<file path="src/rtl/mem_bus_arbiter.sv">
`default_nettype none
// ============================================================================
// Module      : mem_bus_arbiter
// Description : Round-robin arbiter and access sequencer for the shared
//               memory/IO bus. Requester 0 is the CPU and requester 1 is the
//               loader/DMA port. One fixed-length access runs at a time.
// Revision    : 1.0 - initial release
// ============================================================================
module mem_bus_arbiter #(
    parameter int ADDR_W      = 32,
    parameter int DATA_W      = 64,
    parameter int WAIT_STATES = 2
) (
    input  logic              clock,
    input  logic              reset,
    // requester 0 (CPU)
    input  logic              req0_valid,
    input  logic              req0_write,
    input  logic [ADDR_W-1:0] req0_addr,
    input  logic [DATA_W-1:0] req0_wdata,
    output logic              req0_ready,
    // requester 1 (loader / DMA)
    input  logic              req1_valid,
    input  logic              req1_write,
    input  logic [ADDR_W-1:0] req1_addr,
    input  logic [DATA_W-1:0] req1_wdata,
    output logic              req1_ready,
    // read return
    output logic [DATA_W-1:0] rdata,
    // memory bus
    output logic [ADDR_W-1:0] mem_addr,
    output logic [DATA_W-1:0] mem_wdata,
    output logic              mem_drive,
    output logic              mem_we,
    output logic              mem_oe,
    input  logic [DATA_W-1:0] mem_rdata,
    // status
    output logic              busy,
    output logic              owner
);

    localparam logic [1:0] C_IDLE   = 2'd0;
    localparam logic [1:0] C_ACCESS = 2'd1;
    localparam logic [1:0] C_DONE   = 2'd2;

    // The counter holds the remaining ACCESS cycles minus one.
    localparam logic [3:0] C_CNT_LOAD = 4'(WAIT_STATES - 1);

    // Catch an out-of-range wait-state setting at elaboration time.
    if (WAIT_STATES < 1 || WAIT_STATES > 15) begin : g_bad_wait_states
        $error("mem_bus_arbiter: WAIT_STATES must be in 1..15");
    end

    logic [1:0]        state_q,      state_d;
    logic [3:0]        cnt_q,        cnt_d;
    logic              last_grant_q, last_grant_d;
    logic              owner_q,      owner_d;
    logic              write_q,      write_d;
    logic [ADDR_W-1:0] addr_q,       addr_d;
    logic [DATA_W-1:0] wdata_q,      wdata_d;
    logic [DATA_W-1:0] rdata_q,      rdata_d;

    logic              w_any_valid;
    logic              w_grant_sel;

    // Pick the winner: a lone requester wins, a tie goes to the one not granted last.
    always_comb begin
        w_any_valid = req0_valid | req1_valid;
        if (req0_valid && req1_valid) begin
            w_grant_sel = ~last_grant_q;
        end else begin
            w_grant_sel = req1_valid;
        end
    end

    // Next-state logic: grant in IDLE, count down in ACCESS, one-cycle DONE.
    always_comb begin
        state_d      = state_q;
        cnt_d        = cnt_q;
        last_grant_d = last_grant_q;
        owner_d      = owner_q;
        write_d      = write_q;
        addr_d       = addr_q;
        wdata_d      = wdata_q;
        rdata_d      = rdata_q;

        case (state_q)
            C_IDLE: begin
                if (w_any_valid) begin
                    owner_d      = w_grant_sel;
                    last_grant_d = w_grant_sel;
                    write_d      = w_grant_sel ? req1_write : req0_write;
                    addr_d       = w_grant_sel ? req1_addr  : req0_addr;
                    wdata_d      = w_grant_sel ? req1_wdata : req0_wdata;
                    cnt_d        = C_CNT_LOAD;
                    state_d      = C_ACCESS;
                end
            end
            C_ACCESS: begin
                if (cnt_q == 4'd0) begin
                    // Memory data is sampled on the last ACCESS cycle only.
                    if (!write_q) begin
                        rdata_d = mem_rdata;
                    end
                    state_d = C_DONE;
                end else begin
                    cnt_d = cnt_q - 4'd1;
                end
            end
            C_DONE: begin
                state_d = C_IDLE;
            end
            default: begin
                state_d = C_IDLE;
            end
        endcase
    end

    // State registers; last grant resets to 1 so requester 0 wins the first tie.
    always_ff @(posedge clock) begin
        if (reset) begin
            state_q      <= C_IDLE;
            cnt_q        <= 4'd0;
            last_grant_q <= 1'b1;
            owner_q      <= 1'b0;
            write_q      <= 1'b0;
            addr_q       <= '0;
            wdata_q      <= '0;
            rdata_q      <= '0;
        end else begin
            state_q      <= state_d;
            cnt_q        <= cnt_d;
            last_grant_q <= last_grant_d;
            owner_q      <= owner_d;
            write_q      <= write_d;
            addr_q       <= addr_d;
            wdata_q      <= wdata_d;
            rdata_q      <= rdata_d;
        end
    end

    // Strobes, completion pulses and status decode straight from state.
    always_comb begin
        mem_we     = (state_q == C_ACCESS) &  write_q;
        mem_oe     = (state_q == C_ACCESS) & ~write_q;
        mem_drive  = mem_we;
        req0_ready = (state_q == C_DONE) & ~owner_q;
        req1_ready = (state_q == C_DONE) &  owner_q;
        busy       = (state_q == C_ACCESS) | (state_q == C_DONE);
        owner      = owner_q;
        mem_addr   = addr_q;
        mem_wdata  = wdata_q;
        rdata      = rdata_q;
    end

endmodule
`default_nettype wire
</file>
<file path="config.mk">
export PLATFORM = sky130hd
export DESIGN_NAME = mem_bus_arbiter
export DESIGN_NICKNAME = d
export VERILOG_FILES = /design/src/rtl/mem_bus_arbiter.sv
export SDC_FILE = /design/constraint.sdc
export NUM_CORES = 1
export LEC_CHECK = 0
export BUFFER_PORTS_ARGS = -buffer_cell sky130_fd_sc_hd__buf_2
export CAP_MARGIN = 20
export CORE_AREA = 2 2 168 170
export DETAILED_ROUTE_END_ITERATION = 12
export DIE_AREA = 0 0 170 172
export PLACE_DENSITY = 0.59
export SLEW_MARGIN = 20
export SYNTH_ARGS = -nofsm -noshare
export SYNTH_HDL_FRONTEND = slang
export SYNTH_SLANG_ARGS = --single-unit
</file>
<file path="constraint.sdc">
create_clock -name clock -period 1.95 [get_ports clock]
set_input_delay 0.39 -clock clock [delete_from_list [all_inputs] [get_ports clock]]
set_output_delay 0.39 -clock clock [all_outputs]
set_load 0.01 [all_outputs]
</file>
# Word level (Yosys, flattened, before mapping)
# Cells that the tools add are included.
# totals
out_inout_bits,167
register_bits,169
# classes
muxes,10
n_bitwise,9
n_reduce_logical,8
n_addsub,1
n_eq_ne,5
# op_table
cell,n
2-to-1 mux 64 bit,1
2-to-1 mux 32 bit,1
2-to-1 mux 4 bit,2
one-hot mux 4 bit (2 select lines),1
inequality test 2 bit (second input constant),3
AND reduction 3 bit,2
AND 1 bit,4
logical NOT 4 bit,1
2-to-1 mux 2 bit,2
one-hot mux 2 bit (2 select lines),1
AND reduction 2 bit,2
subtractor 4 x 1 -> 4 bit (second input constant),1
inverter 1 bit,3
== test 2 x 1 -> 1 bit (second input constant),1
== test 2 bit (second input constant),1
logical NOT 2 bit,1
2-to-1 mux 1 bit,2
OR 1 bit,2
nonzero test 2 bit,1
logical AND 1 bit,1

# Depth between registers and ports, before layout
# depth
word_depth,3
depth_mapped,9
mapped_depth_nobuf,6

# Worst setup path before layout
# OpenSTA, ideal clock, no wires.
# synth_timing
path_type,flip-flop to flip-flop
startpoint,register cnt_q[0]
endpoint,register rdata_q[54] (netlist: rdata[54])
path_buffers,2
stages_incl_launch_ff,8
period_less_slack_ns,1.699
arrival_time_ns,1.567
setup_slack_ns,0.251
cell_sequence,dfxtp_1 inv_1 ha_1 or3b_2 buf_2 clkbuf_1 o21ai_0 a21oi_1
# synth_via
elab_chain_len,2
# synth_rtl
item,line,rtl
start: declaration,55,"logic [3:0] cnt_q, cnt_d;"
start signal: assignment,132,cnt_q <= cnt_d;
logical NOT 4 bit,100,if (cnt_q == 4'd0) begin
AND reduction 3 bit (no source line),-,
end signal: assignment,138,rdata_q <= rdata_d;
end: declaration,61,"logic [DATA_W-1:0] rdata_q, rdata_d;"
# Every way passes these cells.
# A chain may end at the register's enable or synchronous reset.

# Worst setup path after layout
# layout_timing
startpoint,register state_q[1]
endpoint,output port mem_we
# layout_via
elab_chain_len,2
# layout_rtl
item,line,rtl
start: declaration,54,"logic [1:0] state_q, state_d;"
start signal: assignment,131,state_q <= state_d;
== test 2 x 1 -> 1 bit,144,mem_we = (state_q == C_ACCESS) & write_q;
AND 1 bit,144,
end: declaration,34,"output logic mem_we,"
# Every way passes these cells.

==> metrics.csv <==
metric;value;unit
outcome;finished clean;
power_leakage;4.80;nW
hold_path_class;in2reg;
clk_latency;0.42;ns
synthToLayoutAreaGrowth;45.5;%
gp_congestion;0.839;
slew_violations;0;
track_usage;16.0;%
hold_viol_final;0;
synth_area_leader_cell;dfxtp_1;
synthCells;788;
tns;0;ns
drive_above_1_share;42.1;%
clkPwrFrac;23.5;%
slew_headroom;60.2;%
fin_skew;0.0127;ns
seq_power_share;33.2;%
grt_pass1_vias;6767;
yosys_register_bits;169;
worst-slew-pin-transition;0.597;ns
final_cell_area;0.0104;mm²
synth_edf_count;0;
synth_nets;1056;
pwr_density_cell;1440;mW/mm²
drc;0;
dpl_worst_slack;0.194;ns
r2r_setup_slack;0.15;ns
synthTopCellsByArea;dfxtp_1, mux2i_1, a211oi_1, nor2_1, o21ai_0;
root_buffer;clkbuf_16;
ios;429;
grt.overflow.total;0;
cp_max_fo;12;
ir_worst_vdd;0.662;mV
wl_per_cell;16.1;µm
vias;7275;
core;0.0275;mm²
hpwl;18100;µm
clk_pin_slew;0.07;ns
grt_max_degree;89;
cp-start-kind;register;
die_width;170;µm
die_h;172;µm
cts_tree;done;
htree_levels;4;
syn_avg_cell_area;9.11;µm²
finalCriticalPeriod;1.82;ns
synth_seq_area_share;47.1;%
p_sw_share;39.5;%
critPathCaptureType;output pin;
synth_most_common_cell;dfxtp_1;
internal-power;9.11;mW
post-route-period-util;93.2;%
syn_area;0.00718;mm²
fin_nets;1454;
ctsHoldBuffers;0;
clock_sinks;169;
port_buffers;428;
async_reset_ff_share;0;%
p_comb_share;43.3;%
postRouteAntennaNets;0;
post-route-util;38.0;%
viasPerCell;4.71;
ys.flop_type;dfxtp_1;
ys_top_cells_by_count;dfxtp_1, nor2_1, a211oi_1, mux2i_1, o21ai_0;
critPathArrivalTime;1.43;ns
synth_top_cell_area_share;47.1;%
worstSetupPathType;reg2out;
rsz0062_at_grt;false;
wirelength;24800;µm
antenna_found_initial;1;
fin_ws;0.133;ns
start_util;26.1;%
switching_power;5.95;mW
cp.required;1.56;ns
max_freq;550;MHz
yosysWarnings;0;
num_rows;61;
die-area;0.0292;mm²
cts-buffers-inserted;17;
placed_area;0.00979;mm²
postCtsSetupRepairBufs;0;
cap_violations;0;
grt_pass1_wl;36900;µm
setup_viol;0;
cts_buffer_depth;2;
first_pass_iters;5;
drt-initial-drc-count;284;
yosys.cell_types.count;34;
power by group through the flow:
stage          logic [mW]  clock network (mW)  registers [mW]
6_report             6.52                3.54            5.00
5_1_grt              7.25                3.82            5.12
4_1_cts              6.43                3.68            4.99
3_5_place_dp         6.40                   0            5.05
3_3_place_gp         6.35                   0            5.02
2_1_floorplan        3.41                   0            5.49
timing repair:
action	4_1_cts	5_1_grt
cloned	0	1
endpoints found under the setup margin	3	8
resized for setup	5	7
layout make-up:
| cell class | instances | area (µm²) |
|---|---|---|
| Clock inverter | 13 | 171 |
| Sequential cell | 169 | 3390 |
| Inverter | 6 | 27.5 |
| Antenna cell | 1 | 2.50 |
| Timing Repair Buffer | 461 | 2580 |
| Tap cell | 346 | 433 |
| Fill cell | 2850 | 17000 |
| Clock buffer | 18 | 429 |
| Multi-Input combinational cell | 531 | 3420 |
path summary, 6_finish.rpt:
check,end,startpoint,depth (start not counted)
max,mem_we,state_q[1],5
min reg2reg,rdata[30],rdata[30],2
min,rdata[1],mem_rdata[1],3
max reg2reg,cnt_q[2],state_q[0],6
worst max-delay path, cell delays in order (launching register included):
cell and delay (ns):
dfxtp_2 0.35, inv_2 0.06, ha_4 0.16, buf_6 0.14
and2_4 0.17, buf_2 0.14
flip-flops by register name (all words and copies together) (netlist names):
register / cells
mem_addr: 32
state_q: 2
cnt_q: 4
last_grant_q: 1
mem_wdata: 64
write_q: 1
owner: 1
rdata: 64
stage by stage:
stage                     cells  power, mW  hold WS [ns]
after floorplan             788       8.90         0.466
after global placement     1512       11.4         0.456
after detailed placement   1512       11.4         0.463
after CTS                  1543       15.1         0.184
after global routing       1545       16.2         0.198
final                      1545       15.1         0.214
cells in the final DEF, fill, tap and decap left out, drive strengths merged:
| master | synthesis | final |
|---|---|---|
| ha | 6 | 6 |
| clkbuf | 48 | 19 |
| a211oi | 98 | 98 |
| or4 | 1 | 1 |
| a21oi | 67 | 67 |
| or2 | 1 | 1 |
| nand4b | 1 | 1 |
| and2 | 2 | 2 |
| o32ai | 1 | 1 |
| or3b | 2 | 2 |
| nor3b | 2 | 2 |
| and3 | 1 | 1 |
| nand4 | 2 | 2 |
| nand3 | 65 | 65 |
| or3 | 1 | 1 |
| nor2b | 1 | 1 |
| a31oi | 4 | 4 |
| nand3b | 2 | 2 |
| bufinv | 0 | 3 |
| nor3 | 1 | 1 |
| nor2 | 101 | 101 |
| buf | 34 | 460 |
| diode | 0 | 1 |
| o21a | 1 | 1 |
| inv | 6 | 8 |
| o21ai | 68 | 68 |
| clkinvlp | 0 | 5 |
| clkinv | 0 | 3 |
| dfxtp | 169 | 169 |
| a22oi | 1 | 1 |
| nand2b | 3 | 3 |
| a21boi | 1 | 1 |
| mux2i | 98 | 98 |
routing by layer:
metal / wire (µm) / up-vias / global-route usage [%]
met1: 10300 / 3320 / 19.3
met5: 0 / - / 0
li1: - / 3659 / -
met3: 2060 / 13 / 5.52
met2: 12200 / 283 / 27.6
met4: 231 / 0 / 3.64
kinds of logic after synthesis:
kind of cell | share of synthesized area [%]
flops | 47.1
mux | 13.7
compound gates | 20.5
buf+inv | 5.84
simple gates | 11.8
fa+ha+maj | 1.05
No activity file was read; power rests on OpenSTA's default activity.
